## src/rtl/load_store_unit.sv

```systemverilog
// ----------------------------------------------------------------------------
// load_store_unit
//   Memory stage behind decode/ALU. Takes one load or store at a time, runs it
//   over a req/gnt/rvalid data-memory handshake, formats byte/half/word data
//   and hands load results to the register-file writeback path.
//
//   Optional feature macro: MISALIGN_TRAP_EN
//     defined   : misaligned accesses are dropped with an err pulse, no memory traffic
//     undefined : offending low address bits are cleared and the access proceeds
//
// Ports
//   clk, reset                 core clock, synchronous active-high reset
//   op_valid / op_ready        operation handshake from execute (ready = idle)
//   is_load, is_store, funct3  operation kind and RV32I width/sign field
//   addr, store_data, rd       effective address, rs2 value, load destination
//   mem_req/we/addr/be/wdata   data-memory request (word-aligned address)
//   mem_gnt/rvalid/rdata       data-memory grant, response and read word
//   wb_valid/wb_rd/wb_data     one-cycle load writeback
//   busy                       access outstanding, pipeline must stall
//   err                        one-cycle error pulse (illegal op, timeout, trap)
// ----------------------------------------------------------------------------
module load_store_unit #(
  parameter int TIMEOUT_CYCLES = 16,
  parameter int ADDR_W         = 32
) (
  input  logic              clk,
  input  logic              reset,
  input  logic              op_valid,
  output logic              op_ready,
  input  logic              is_load,
  input  logic              is_store,
  input  logic [2:0]        funct3,
  input  logic [ADDR_W-1:0] addr,
  input  logic [31:0]       store_data,
  input  logic [4:0]        rd,
  output logic              mem_req,
  output logic              mem_we,
  output logic [ADDR_W-1:0] mem_addr,
  output logic [3:0]        mem_be,
  output logic [31:0]       mem_wdata,
  input  logic              mem_gnt,
  input  logic              mem_rvalid,
  input  logic [31:0]       mem_rdata,
  output logic              wb_valid,
  output logic [4:0]        wb_rd,
  output logic [31:0]       wb_data,
  output logic              busy,
  output logic              err
);

  typedef enum logic [1:0] {IDLE, REQ, WAIT} state_t;

  state_t              state_q, state_d;
  logic [7:0]          cnt_q, cnt_d;
  logic                we_q, we_d;
  logic [3:0]          be_q, be_d;
  logic [ADDR_W-1:2]   addr_q, addr_d;
  logic [31:0]         wdata_q, wdata_d;
  logic [2:0]          funct3_q, funct3_d;
  logic [1:0]          off_q, off_d;
  logic [4:0]          rd_q, rd_d;
  logic                wb_valid_q, wb_valid_d;
  logic [4:0]          wb_rd_q, wb_rd_d;
  logic [31:0]         wb_data_q, wb_data_d;
  logic                err_q, err_d;

  logic                illegal;
  logic                trap;
  logic [1:0]          off_new;
  logic [3:0]          be_new;
  logic [31:0]         wdata_new;
  logic [31:0]         shifted;
  logic [31:0]         ld_data;
  logic                complete;

  // Decode of the presented operation: legality, natural alignment of the
  // byte offset, byte enables and lane-replicated write data.
  always_comb begin
    illegal = (is_load == is_store)
            || (is_load && (funct3 == 3'b011 || funct3[2:1] == 2'b11))
            || (is_store && funct3[2]);
    off_new = addr[1:0];
    if (funct3[1:0] == 2'b01) off_new[0] = 1'b0;
    if (funct3[1:0] == 2'b10) off_new = 2'b00;
    case (funct3[1:0])
      2'b00: begin
        be_new    = 4'b0001 << off_new;
        wdata_new = {4{store_data[7:0]}};
      end
      2'b01: begin
        be_new    = 4'b0011 << off_new;
        wdata_new = {2{store_data[15:0]}};
      end
      default: begin
        be_new    = 4'b1111;
        wdata_new = store_data;
      end
    endcase
`ifdef MISALIGN_TRAP_EN
    trap = (funct3[1:0] == 2'b01 && addr[0]) ||
           (funct3[1:0] == 2'b10 && addr[1:0] != 2'b00);
`else
    trap = 1'b0;
`endif
  end

  // Read word alignment and sign/zero extension using the captured offset.
  always_comb begin
    shifted = mem_rdata >> {off_q, 3'b000};
    case (funct3_q)
      3'b000:  ld_data = {{24{shifted[7]}}, shifted[7:0]};
      3'b001:  ld_data = {{16{shifted[15]}}, shifted[15:0]};
      3'b100:  ld_data = {24'h0, shifted[7:0]};
      3'b101:  ld_data = {16'h0, shifted[15:0]};
      default: ld_data = shifted;
    endcase
  end

  // Next-state logic. Completion takes priority over timeout on the same edge;
  // a zero-wait memory (gnt and rvalid together in REQ) skips WAIT entirely.
  always_comb begin
    state_d    = state_q;
    cnt_d      = cnt_q;
    we_d       = we_q;
    be_d       = be_q;
    addr_d     = addr_q;
    wdata_d    = wdata_q;
    funct3_d   = funct3_q;
    off_d      = off_q;
    rd_d       = rd_q;
    wb_valid_d = 1'b0;
    wb_rd_d    = wb_rd_q;
    wb_data_d  = wb_data_q;
    err_d      = 1'b0;
    complete   = 1'b0;
    case (state_q)
      IDLE: begin
        cnt_d = 8'd0;
        if (op_valid && op_ready) begin
          if (illegal || trap) begin
            err_d = 1'b1;
          end else begin
            state_d  = REQ;
            we_d     = is_store;
            be_d     = be_new;
            addr_d   = addr[ADDR_W-1:2];
            wdata_d  = wdata_new;
            funct3_d = funct3;
            off_d    = off_new;
            rd_d     = rd;
          end
        end
      end
      REQ, WAIT: begin
        complete = (state_q == REQ) ? (mem_gnt && mem_rvalid) : mem_rvalid;
        if (complete) begin
          state_d = IDLE;
          cnt_d   = 8'd0;
          if (!we_q) begin
            wb_valid_d = 1'b1;
            wb_rd_d    = rd_q;
            wb_data_d  = ld_data;
          end
        end else if (cnt_q == 8'(TIMEOUT_CYCLES - 1)) begin
          state_d = IDLE;
          cnt_d   = 8'd0;
          err_d   = 1'b1;
        end else begin
          cnt_d = cnt_q + 8'd1;
          if (state_q == REQ && mem_gnt) state_d = WAIT;
        end
      end
      default: state_d = IDLE;
    endcase
  end

  always_ff @(posedge clk) begin
    if (reset) begin
      state_q    <= IDLE;
      cnt_q      <= 8'd0;
      we_q       <= 1'b0;
      be_q       <= 4'b0;
      addr_q     <= '0;
      wdata_q    <= 32'h0;
      funct3_q   <= 3'b0;
      off_q      <= 2'b0;
      rd_q       <= 5'b0;
      wb_valid_q <= 1'b0;
      wb_rd_q    <= 5'b0;
      wb_data_q  <= 32'h0;
      err_q      <= 1'b0;
    end else begin
      state_q    <= state_d;
      cnt_q      <= cnt_d;
      we_q       <= we_d;
      be_q       <= be_d;
      addr_q     <= addr_d;
      wdata_q    <= wdata_d;
      funct3_q   <= funct3_d;
      off_q      <= off_d;
      rd_q       <= rd_d;
      wb_valid_q <= wb_valid_d;
      wb_rd_q    <= wb_rd_d;
      wb_data_q  <= wb_data_d;
      err_q      <= err_d;
    end
  end

  assign op_ready  = (state_q == IDLE) && !reset;
  assign busy      = (state_q != IDLE);
  assign mem_req   = (state_q == REQ);
  assign mem_we    = we_q;
  assign mem_addr  = {addr_q, 2'b00};
  assign mem_be    = be_q;
  assign mem_wdata = wdata_q;
  assign wb_valid  = wb_valid_q;
  assign wb_rd     = wb_rd_q;
  assign wb_data   = wb_data_q;
  assign err       = err_q;

endmodule

```

## config.mk

```make
export PLATFORM = sky130hd
export DESIGN_NAME = load_store_unit
export DESIGN_NICKNAME = d
export VERILOG_FILES = /design/src/rtl/load_store_unit.sv
export SDC_FILE = /design/constraint.sdc
export NUM_CORES = 1
export LEC_CHECK = 0
export CAP_MARGIN = 25
export CORE_MARGIN = 4
export CORE_UTILIZATION = 40
export CTS_CLUSTER_DIAMETER = 80
export DETAILED_ROUTE_END_ITERATION = 6
export GPL_TIMING_DRIVEN = 0
export PLACE_DENSITY = 0.83
export SLEW_MARGIN = 40
export SYNTH_ARGS = -nofsm -noshare
export SYNTH_HDL_FRONTEND = slang
export SYNTH_SLANG_ARGS = --single-unit
```

## constraint.sdc

```tcl
create_clock -name clk -period 4.55 [get_ports clk]
set_input_delay 0.6825 -clock clk [delete_from_list [all_inputs] [get_ports clk]]
set_output_delay 0.6825 -clock clk [all_outputs]
set_load 0.005 [all_outputs]
```

======== Yosys cells after proc, flatten, opt, wreduce, memory -nomap -nowiden ========
Cells that the tools add are included.
W data, S select, Z words.
word-level totals
  logic and storage cells ................. 76
  bits in registers ....................... 126
  output and inout bits ................... 111
  input port bits ......................... 111
operators by class
  shifts and indexed selects .............. 3
  eq/ne operators ......................... 14
  muxes and demuxes ....................... 21
  $add $sub $neg .......................... 1
  bitwise logic cells ..................... 4
  reductions and logical operators ........ 20
operator list
  kind                   number
  $pmux W32 S4           1
  $pmux W32 S2           1
  $shr A32 B5 Y32        1
  $mux W8                2
  $pmux W8 S2            1
  $mux W2                6
  $reduce_and A3 Y1      3
  $add A8 B1 Y8 const B  1
  $eq A8 B4 Y1 const B   1
  $pmux W4 S2            1
  $mux W1                7
  $eq A2 B2 Y1 const B   3
  $eq A3 B3 Y1 const B   2
  $logic_and A1 B1 Y1    6
  $eq A2 B1 Y1 const B   2
  $logic_not A2 Y1       2
  $ne A2 B2 Y1 const B   2
  $ne A4 B4 Y1 const B   1
  $not A1 Y1             4
  $pmux W2 S2            1
  $reduce_bool A2 Y1     2
  $shl A1 B2 Y4 const A  1
  $shl A2 B2 Y4 const A  1
  $eq A3 B1 Y1 const B   1
  8 further kinds        10

======== Logic depth before layout (Yosys ltp) ========
  depth in word-level cells ............... 8
  mapped depth ............................ 8
  gate-level depth less buffers ........... 6

======== Least setup slack after synthesis ========
Ideal clock, no wire load.
  path kind ............................... input port to output port
  start ................................... input reset
  end ..................................... output op_ready
  path buffers ............................ 3
  slack ................................... 2.305 ns
  data arrival time ....................... 1.562 ns
  data required time ...................... 3.868 ns
  cell stages on the path ................. 4
  path through ............................ clkbuf_1 > clkbuf_1 > clkbuf_1 > nor2_1
between the ends
  cells in the longest elaborated chain, start to end .. 2
ends and longest elaborated chain
  item                 RTL line  text
  from (decl)          27        input logic reset,
  $logic_not A1 Y1     209       assign op_ready = (state_q == IDLE) && !reset;
  $logic_and A1 B1 Y1  209
  to (decl)            29        output logic op_ready,
No other way between the ends.

======== Worst setup path in the final report ========
Same ends and word-level chain as after synthesis.

==> qor.csv <==
metric,value,unit
initial antenna violation count,0,
root buf cell,clkbuf_16,
top_reg_cell synth,dfxtp_1,
Fillers,1214,
Global Route met1 Usage,28.9,%
DIE AREA,16100,um2
crit-path leading delay family,buffers and inverters,
Routed Wire Length,19200,um
Tmin final,3370,ps
Nets,1040,
Die Y,127,um
leakage,3.04,nW
total negative slack,0,ps
Crit path top cell by count,clkbuf_1,
Slew HR,56.7,%
clk_lat worst skew,420,ps
Hold WS,451,ps
most common cell in the netlist,nand2_1,
# rows,43,
# diodes,0,
Highest Clock Rate,0.297,GHz
PostCTS Resize Cnt,0,
mapped cell area,5650,um2
PD cells,380,nW/um2
Multi-input gate area,2830,um2
crit path DAT,2690,ps
Final setup violation count,0,
GRT busiest layer,met2,
synth cell count leaders,"nand2_1 (159), dfxtp_1 (126), a21oi_1 (99)",
crit path launch type,primary input,
Synth area leaders,"dfxtp_1 (45%), nand2_1 (11%), a21oi_1 (8.8%)",
Clock Skew,5.57,ps
Core Area,13900,um2
clock buffer depth,2,
status,finished clean,
Slew Limit Fails,0,
"Largest stage delay, worst path",560,ps
max-cap viol count,0,
crit-path max FO,10,
FF+latch area,2520,um2
Overall Global Routing Usage,23.7,%
crit end category,output pin,
drt first pass iters,5,
Area Growth Syn to Fin,53.2,%
Initial Util,40.7,%
Syn Area/Cell,8.25,um2
met2 GRT Util,37.8,%
"area leader, netlist",dfxtp_1,
CP max-delay cell,clkbuf_1,
I/O pin count,222,
vias in the first global route,5835,
HPWL after detailed placement,14600,um
share of cells above drive strength 1,8.44,%
"Async S/R FF share, synth",0,%
crit path buf inv count,4,
met3 global-route usage,8.08,%
Setup Crit Path Kind,primary input to output pin,
clock slew at reported path FFs,50,ps
Total Power,3.30,mW
Die X,127,um
Final Hold Fails,0,
global-route wire length before repair,30300,um
Synth top area share,44.6,%
clk sink count,126,
sequential area share after synthesis,44.6,%
Netlist cell types,55,
RSZ-0062 raised after global routing,false,
First DRT Iteration DRCs,416,
CP required,3870,ps
largest net degree at the start of global routing,17,
TritonCTS buffer count,17,
fin crit share,74.0,%
post-CTS setup buffer count,0,
routed vias,5938,
total number of yosys warnings,0,
crit-path cells,clkbuf_1 -> clkbuf_1 -> clkbuf_1 -> nor2_1 -> clkdlybuf4s50_1,
Max VDD drop,0.218,mV
# H-tree levels,4,
DRC viols,0,
GR Overflow Total,0,
Mapped Cells,685,
I/O Buffers,218,
Worst-Margin Slew,646,ps
worst min-delay path class,flip-flop to flip-flop,
CTS tree,done,
DRT antenna net count,0,
"Hold-fix buffers, CTS",0,
"EDFF count, synth",0,
WL/cell,17.2,um
"flops & latches, synth",126,
routed vias/inst,5.32,
routability-driven placement congestion ratio,0.902,
[cell usage in the layout, fill, tap and decap left out, drive strengths merged, types with 2 or more instances in the layout]
cell type	count
o2bb2ai	7
mux2	11
o31ai	2
inv	8
a211oi	29
o21a	3
clkbuf	52
or4	3
clkinvlp	4
buf	27
nand2	160
nor2	49
mux2i	32
and2	3
nor3b	2
ha	6
o311ai	3
bufinv	2
dfxtp	126
nor4	2
nand3	4
a21oi	99
a311oi	10
o21ai	21
clkinv	5
o31a	3
nor2b	5
clkdlybuf4s50	218
or2	2
conb	2
nor3	5
o211ai	17
[path summary, 6_finish.rpt]
check	start	endpoint	slack [ps]	depth (start not counted)
setup / recovery	reset	op_ready	1180	5
hold / removal	rd_q[0]	wb_rd[0]	450	2
setup reg to reg	state_q[0]	wb_data[3]	2310	8
hold reg to reg	rd_q[0]	wb_rd[0]	450	2
[flip-flops by register name (all words and copies together), names as in the netlist, 3 cells and up]
signal     cells
mem_wdata     32
wb_data       32
addr_q        30
cnt_q          8
rd_q           5
wb_rd          5
mem_be         4
funct3_q       3
[per-layer routing]
| metal | vias to the layer above | wire [um] |
|---|---|---|
| met4 | 0 | 697 |
| met5 | - | 0 |
| met1 | 2782 | 7910 |
| li1 | 2866 | - |
| met3 | 49 | 1570 |
| met2 | 241 | 9010 |
[logic make-up after synthesis]
family / after synthesis / share of synthesized area, %
AO/OA/AOI/OAI: 199 / 21.9
XOR/XNOR: 1 / 0.155
adder cells (fa/ha/maj): 6 / 1.33
buffers and inverters: 66 / 5.33
flip-flops: 126 / 44.6
multiplexers: 44 / 8.26
other: 1 / 0.0663
AND/OR/NAND/NOR: 242 / 18.3
[layout make-up]
cell class	count	area share, %
repair buffers	218	25.2
flip-flops and latches	126	29.1
clock inverters	9	1.26
plain buffers	56	3.05
multi-input cells	494	32.7
clock buffers	23	5.63
well taps	180	2.60
inverters	10	0.433
[worst reg2reg max path, cell delays in order (launching register included)]
cell and delay, ps:
dfxtp_1 380, inv_1 100, ha_1 310, inv_1 80, nor4_1 370, buf_2 300, buf_2 290, o211ai_1 170
a21oi_1 170
[stage by stage]
step / worst slack [ps] / util, % / instances / area [um2]
2_1_floorplan: 2310 / - / 686 / 5660
3_3_place_gp: 1200 / 58.1 / 1084 / 8060
3_5_place_dp: 1200 / 58.1 / 1084 / 8060
4_1_cts: 1190 / 62.4 / 1116 / 8660
5_1_grt: 1060 / 62.4 / 1116 / 8660
6_report: 1180 / 62.4 / 1116 / 8660
[report_power, final]
part           internal (mW)  switching, mW
clock                  0.863          0.493
sequential              1.20         0.0503
combinational          0.367          0.325
total                   2.43          0.869
(Power assumes the default switching activity.)
